<file path="src/rtl/regfile_pkg.sv">
// Shared register-file constants and types used by the regfile, decode and the
// write-port arbiter.
package regfile_pkg;

    localparam int REG_COUNT  = 16;
    localparam int REG_IDX_W  = 4;
    localparam int REG_DATA_W = 16;

    typedef logic [REG_IDX_W-1:0]  reg_idx_t;
    typedef logic [REG_DATA_W-1:0] reg_data_t;

endpackage

</file>
<file path="src/rtl/regfile_wr_arbiter_if.sv">
// Producer-side write requests plus the regfile write port, scoreboard mask
// and arbiter pointer (rr_ptr, for observation) of regfile_wr_arbiter.
interface regfile_wr_arbiter_if import regfile_pkg::*; #(
    parameter int NREQ = 3,
    parameter int RW   = REG_IDX_W,
    parameter int DW   = REG_DATA_W
);
    localparam int PW = (NREQ > 1) ? $clog2(NREQ) : 1;

    // Handshake: requester i transfers on a rising edge where req_valid[i] and
    // req_ready[i] are both 1; req_ready never depends on req_valid.
    logic [NREQ-1:0]    req_valid;
    logic [NREQ*RW-1:0] req_sel;
    logic [NREQ*DW-1:0] req_data;
    logic [NREQ-1:0]    req_ready;

    logic               reg_in_we;
    logic [RW-1:0]      reg_in_sel;
    logic [DW-1:0]      reg_in;
    logic [2**RW-1:0]   pend_mask;
    logic               busy;
    logic [PW-1:0]      rr_ptr;

    modport master (
        output req_valid, req_sel, req_data,
        input  req_ready, reg_in_we, reg_in_sel, reg_in, pend_mask, busy, rr_ptr
    );

    modport slave (
        input  req_valid, req_sel, req_data,
        output req_ready, reg_in_we, reg_in_sel, reg_in, pend_mask, busy, rr_ptr
    );

endinterface

</file>
<file path="src/rtl/rr_arbiter.sv">
// Combinational arbiter: round robin from ptr, or fixed lowest-index priority
// when REGFILE_ARB_FIXED_PRIO_EN is defined (ptr then ignored).
module rr_arbiter #(
    parameter int NREQ = 3,
    parameter int PW   = (NREQ > 1) ? $clog2(NREQ) : 1
) (
    input  logic [NREQ-1:0] req,
    input  logic [PW-1:0]   ptr,
    output logic [NREQ-1:0] gnt,
    output logic [PW-1:0]   gnt_idx,
    output logic            gnt_valid
);

`ifdef REGFILE_ARB_FIXED_PRIO_EN
    logic unused_ptr;
    assign unused_ptr = ^ptr;

    // Descending scan so the lowest full index is the last to overwrite.
    always_comb begin
        gnt_idx   = '0;
        gnt_valid = 1'b0;
        for (int k = NREQ - 1; k >= 0; k--) begin
            if (req[k]) begin
                gnt_idx   = PW'(k);
                gnt_valid = 1'b1;
            end
        end
    end
`else
    function automatic logic [PW-1:0] wrap_idx(input logic [PW-1:0] base, input int off);
        int s;
        s = int'(base) + off;
        if (s >= NREQ) s = s - NREQ;
        return PW'(s);
    endfunction

    always_comb begin
        gnt_idx   = '0;
        gnt_valid = 1'b0;
        for (int k = 0; k < NREQ; k++) begin
            if (!gnt_valid && req[wrap_idx(ptr, k)]) begin
                gnt_idx   = wrap_idx(ptr, k);
                gnt_valid = 1'b1;
            end
        end
    end
`endif

    assign gnt = gnt_valid ? (NREQ'(1) << gnt_idx) : '0;

endmodule

</file>
<file path="src/rtl/regfile_wr_arbiter.sv">
// Shares the regfile write port among NREQ producers via 1-entry buffers and a
// registered write stage. REGFILE_ARB_FIXED_PRIO_EN selects fixed priority.
module regfile_wr_arbiter import regfile_pkg::*; #(
    parameter int NREQ = 3,
    parameter int RW   = REG_IDX_W,
    parameter int DW   = REG_DATA_W
) (
    input  logic              clk,
    input  logic              rst_n,
    regfile_wr_arbiter_if.slave bus
);
    localparam int PW = (NREQ > 1) ? $clog2(NREQ) : 1;

    logic [NREQ-1:0]  full;
    logic [NREQ-1:0]  gnt;
    logic [RW-1:0]    buf_sel  [NREQ];
    logic [DW-1:0]    buf_data [NREQ];
    logic [PW-1:0]    ptr;
    logic [PW-1:0]    gnt_idx;
    logic             gnt_valid;
    logic             we_q;
    logic [RW-1:0]    sel_q;
    logic [DW-1:0]    data_q;
    logic [2**RW-1:0] pend;

    rr_arbiter #(.NREQ(NREQ), .PW(PW)) u_arb (
        .req       (full),
        .ptr       (ptr),
        .gnt       (gnt),
        .gnt_idx   (gnt_idx),
        .gnt_valid (gnt_valid)
    );

    // A granted buffer cannot refill on the same edge: its ready was low.
    always_ff @(posedge clk) begin
        if (!rst_n) begin
            full   <= '0;
            we_q   <= 1'b0;
            sel_q  <= '0;
            data_q <= '0;
            for (int i = 0; i < NREQ; i++) begin
                buf_sel[i]  <= '0;
                buf_data[i] <= '0;
            end
        end else begin
            we_q <= gnt_valid;
            if (gnt_valid) begin
                sel_q  <= buf_sel[gnt_idx];
                data_q <= buf_data[gnt_idx];
            end
            for (int i = 0; i < NREQ; i++) begin
                if (gnt[i]) begin
                    full[i] <= 1'b0;
                end else if (bus.req_valid[i] && !full[i]) begin
                    full[i]     <= 1'b1;
                    buf_sel[i]  <= bus.req_sel[i*RW +: RW];
                    buf_data[i] <= bus.req_data[i*DW +: DW];
                end
            end
        end
    end

`ifdef REGFILE_ARB_FIXED_PRIO_EN
    assign ptr = '0;
`else
    always_ff @(posedge clk) begin
        if (!rst_n) begin
            ptr <= '0;
        end else if (gnt_valid) begin
            ptr <= (gnt_idx == PW'(NREQ - 1)) ? '0 : gnt_idx + 1'b1;
        end
    end
`endif

    always_comb begin
        pend = '0;
        for (int i = 0; i < NREQ; i++) begin
            if (full[i]) pend[buf_sel[i]] = 1'b1;
        end
        if (we_q) pend[sel_q] = 1'b1;
    end

    assign bus.req_ready  = {NREQ{rst_n}} & ~full;
    // Gated so a staged write is dropped when reset lands on its commit edge.
    assign bus.reg_in_we  = we_q & rst_n;
    assign bus.reg_in_sel = sel_q;
    assign bus.reg_in     = data_q;
    assign bus.pend_mask  = pend;
    assign bus.busy       = (|full) | we_q;
    assign bus.rr_ptr     = ptr;

endmodule

</file>
<file path="src/flat_wrapper.sv">
// flat-port wrapper written by rule: the top's interface ports become plain ports
module regfile_wr_arbiter_flat import regfile_pkg::*;
#(
    parameter int NREQ = 3,
    parameter int RW   = REG_IDX_W,
    parameter int DW   = REG_DATA_W
)
  (clk, rst_n, bus_req_valid, bus_req_sel, bus_req_data, bus_req_ready, bus_reg_in_we, bus_reg_in_sel, bus_reg_in, bus_pend_mask, bus_busy, bus_rr_ptr);
  regfile_wr_arbiter_if #(.NREQ(NREQ), .RW(RW), .DW(DW)) bus_i ();
  input  logic clk;
  input  logic rst_n;
  input wire logic [$bits(bus_i.req_valid)-1:0] bus_req_valid;
  input wire logic [$bits(bus_i.req_sel)-1:0] bus_req_sel;
  input wire logic [$bits(bus_i.req_data)-1:0] bus_req_data;
  output wire logic [$bits(bus_i.req_ready)-1:0] bus_req_ready;
  output wire logic [$bits(bus_i.reg_in_we)-1:0] bus_reg_in_we;
  output wire logic [$bits(bus_i.reg_in_sel)-1:0] bus_reg_in_sel;
  output wire logic [$bits(bus_i.reg_in)-1:0] bus_reg_in;
  output wire logic [$bits(bus_i.pend_mask)-1:0] bus_pend_mask;
  output wire logic [$bits(bus_i.busy)-1:0] bus_busy;
  output wire logic [$bits(bus_i.rr_ptr)-1:0] bus_rr_ptr;
  assign bus_i.req_valid = bus_req_valid;
  assign bus_i.req_sel = bus_req_sel;
  assign bus_i.req_data = bus_req_data;
  assign bus_req_ready = bus_i.req_ready;
  assign bus_reg_in_we = bus_i.reg_in_we;
  assign bus_reg_in_sel = bus_i.reg_in_sel;
  assign bus_reg_in = bus_i.reg_in;
  assign bus_pend_mask = bus_i.pend_mask;
  assign bus_busy = bus_i.busy;
  assign bus_rr_ptr = bus_i.rr_ptr;
  regfile_wr_arbiter #(.NREQ(NREQ), .RW(RW), .DW(DW)) u_core (.clk(clk), .rst_n(rst_n), .bus(bus_i));
endmodule
</file>
<file path="config.mk">
export PLATFORM = sky130hd
export DESIGN_NAME = regfile_wr_arbiter_flat
export DESIGN_NICKNAME = d
export VERILOG_FILES = /design/src/rtl/regfile_pkg.sv /design/src/rtl/regfile_wr_arbiter_if.sv /design/src/rtl/rr_arbiter.sv /design/src/rtl/regfile_wr_arbiter.sv /design/src/flat_wrapper.sv
export SDC_FILE = /design/constraint.sdc
export NUM_CORES = 1
export LEC_CHECK = 0
export CORE_ASPECT_RATIO = 0.9
export CORE_UTILIZATION = 45
export CTS_CLUSTER_DIAMETER = 30
export DETAILED_ROUTE_END_ITERATION = 10
export GPL_TIMING_DRIVEN = 0
export PLACE_DENSITY = 0.7
export SLEW_MARGIN = 0
export SYNTH_ARGS = -nofsm -noshare
export SYNTH_HDL_FRONTEND = slang
export SYNTH_HIERARCHICAL = 1
export SYNTH_SLANG_ARGS = --single-unit
</file>
<file path="constraint.sdc">
create_clock -name clk -period 7.38 [get_ports clk]
set_input_delay 1.476 -clock clk [delete_from_list [all_inputs] [get_ports clk]]
set_output_delay 1.476 -clock clk [all_outputs]
set_load 0.01 [all_outputs]
</file>
==> run metrics <==
status completed; Hold Startpoint u_core/buf_data[1][15]; Via Count around 3700; Routed Antenna Nets 0; Yosys Warn Count 6; vias in the first global route ~3600; RR Endpoint u_core/buf_sel[1][0]; drt pass-1 iters 4; Final min period ~4.3 ns; final setup fails 0; met1 WL about 5500 µm; GRT Total Usage 0.245; die area approximately 10000 µm²; Area Growth Syn to Fin 32.5%; max-cap violation count 0; row count 34; sequential area share after synthesis 0.520; Die Ht between 90 and 100 µm; Main synth FF type edfxtp_1; Synth Instances between 400 and 500; RSZ-0062 raised after global routing no; vias per inst roughly 5.6; relative slew slack 0.258; reg2reg setup slack slightly above 4 ns; nets@finish roughly 600; total power 0.00268 W; Min-Delay Path Class flop to flop; H-tree Lvls 3; Syn Nets 484; Fill cells 809; initial antenna violation count 0; Seq pwr share 0.329; PwrDens between 400 and 500 nW/µm²; I/O Pins around 110; Logic pwr share 0.538; Post-CTS Hold Buffers 0; internal power around 0.0015 W; gpl congestion between 0.8 and 0.9; worst skew pair latency around 0.35 ns; met3 wire len approximately 630 µm; cell with the most instances after synthesis nor2b_1; Syn Area/Cell between 10 and 15 µm²; Switching Share 0.428; hold endpoint u_core/bus.reg_in[15]; worst hold stages 1; core area 9660 µm²; EDFF count, synth 60; Final Skew around 0.011 ns; Lkg Pwr 2.06 nW; Final period util 0.584; RR Startpoint u_core/bus.rr_ptr[0]; top cells by count, synth 86 x nor2b_1, 60 x edfxtp_1, 39 x o21ai_0; first-pass GRT wire length about 19000 µm; Routed WL between 10000 and 15000 µm; share of cells above drive strength 1 0.0762; Num CTS Buffers 9; Fin Setup TNS 0 ns; maximum VDD drop 0.197 mV; CTS max path bufs 2; Initial Utilization 0.462; top post-synthesis cells by area edfxtp_1 40%, nor2b_1 12%, dfxtp_1 12%; clock sink count 86; post-CTS setup repair buffer count 0; met2 wire length approximately 5700 µm; Die X 107 µm; Post-CTS Resized 0; total gr overflow 0; Synth cell types 48; critical path endpoint category output pin; required time of the critical path 5.90 ns; Residual DRC 0; Clock power frac 0.133; dpl hpwl approximately 8800 µm; Sw Pwr 0.00115 W; top routing layer in use met4; worst r2r path cells 9; Initial DRC Count around 210; CP arrival 2.83 ns; Root Driver clkbuf_8; Diodes inserted 0; Async SR Flop Fraction 0; kind of critical path input pin to output pin; flops & latches, synth between 80 and 90; routed wire length per instance ~18 µm; clock slew at reported path FFs roughly 0.090 ns; top-area cell type share of the netlist area 0.404; Worst Tran Pin Value about 1.1 ns; Syn Std Cell Area roughly 4500 µm²; largest net degree at the start of global routing 21; worst-path maximum fanout 10; max-slew violations 0; Setup crit start kind input pin; Final Hold Viols 0; leading area contributor after synthesis edfxtp_1; CTS tree yes; fmax between 200 and 250 MHz; IO Port Bufs 106
==> registers in the layout, summed over array words and instances, names as in the netlist <==
name                   cells
u_core/buf_sel            12
u_core/bus.reg_in_sel      4
u_core/full                3
u_core/we_q                1
u_core/bus.reg_in         16
u_core/bus.rr_ptr          2
u_core/buf_data           48
==> final cells by class <==
type	count	area [µm²]	share of cell area
Sequential cell	86	2320	0.393
Multi-Input combinational cell	296	1960	0.331
Timing Repair Buffer	107	1080	0.182
Buffer	26	163	0.0275
Tap cell	126	158	0.0267
Clock buffer	10	128	0.0216
Clock inverter	6	86.3	0.0146
Inverter	7	26.3	0.00444
==> critical path: stages <==
cell	delay (ns)
buf_2	0.15
clkbuf_1	0.46
nor2b_1	0.20
clkdlybuf4s50_1	0.54
==> cells by family (layout without fill, tap and decap cells) <==
family | count (synthesis) | in the layout | synth area share
compound gates | 104 | 104 | 0.165
fa+ha+maj | 4 | 4 | 0.0112
buf+inv | 33 | 156 | 0.0423
flops | 86 | 86 | 0.520
mux | 5 | 5 | 0.0115
simple gates | 183 | 183 | 0.250
==> per-stage QoR <==
stage | std cells | utilization | setup WS [ns] | area, µm² | hold slack (ns)
2_1_floorplan | 415 | - | 3.79 | 4460 | 0.426
3_3_place_gp | 647 | 0.588 | 2.59 | 5680 | 0.429
3_5_place_dp | 648 | 0.590 | 3.04 | 5700 | 0.436
4_1_cts | 664 | 0.612 | 3.07 | 5910 | 0.456
5_1_grt | 664 | 0.612 | 2.94 | 5910 | 0.481
6_report | 664 | 0.612 | 3.07 | 5910 | 0.454
==> metal layers <==
metal  GRT usage  up-vias
met1       0.327     1764
li1            -     1781
met4      0.0902        0
met3      0.0402       23
met5           0        -
met2       0.405      140
==> cells in the final DEF, fill, tap and decap left out, types with 3 or more instances in the layout <==
cell / Yosys / layout
dfxtp_1: 26 / 26
nand2_1: 12 / 12
nand2b_1: 11 / 11
a221o_1: 12 / 12
o32ai_1: 7 / 7
clkdlybuf4s50_1: 0 / 106
o2bb2ai_1: 4 / 4
buf_6: 7 / 7
ha_1: 4 / 4
o21ai_0: 39 / 38
nor3_1: 5 / 5
or3b_2: 3 / 3
nand3b_1: 5 / 5
a211oi_1: 16 / 16
a221oi_1: 3 / 3
nor2_1: 11 / 11
inv_1: 7 / 7
mux2i_1: 4 / 4
nor2b_1: 86 / 86
clkbuf_1: 11 / 12
nand3_1: 23 / 23
edfxtp_1: 60 / 60
or4_1: 3 / 3
buf_2: 6 / 6
and2_1: 7 / 7
nor3b_1: 4 / 4
and3_1: 3 / 3
o22ai_1: 7 / 7
a22oi_1: 3 / 3
clkbuf_8: 0 / 9
==> worst max path at each step <==
stage | start | endpoint | slack (ns)
6_report | rst_n | bus_req_ready[0] | 3.07
5_1_grt | rst_n | bus_req_ready[0] | 2.94
4_1_cts | rst_n | bus_req_ready[0] | 3.07
3_5_place_dp | rst_n | bus_req_ready[0] | 3.04
3_3_place_gp | bus_req_valid[0] | u_core/buf_data[0][1] | 2.59
2_1_floorplan | rst_n | bus_req_ready[0] | 3.79
==> power by group through the flow <==
| stage | Clock [W] | Combinational, W | Sequential (W) |
|---|---|---|---|
| 2_1_floorplan | 0 | 0.000929 | 0.000863 |
| 3_3_place_gp | 0 | 0.00140 | 0.000889 |
| 3_5_place_dp | 0 | 0.00144 | 0.000892 |
| 4_1_cts | 0.000361 | 0.00145 | 0.000882 |
| 5_1_grt | 0.000381 | 0.00160 | 0.000902 |
| 6_report | 0.000357 | 0.00144 | 0.000883 |
Power figures use the tool's default switching activity.
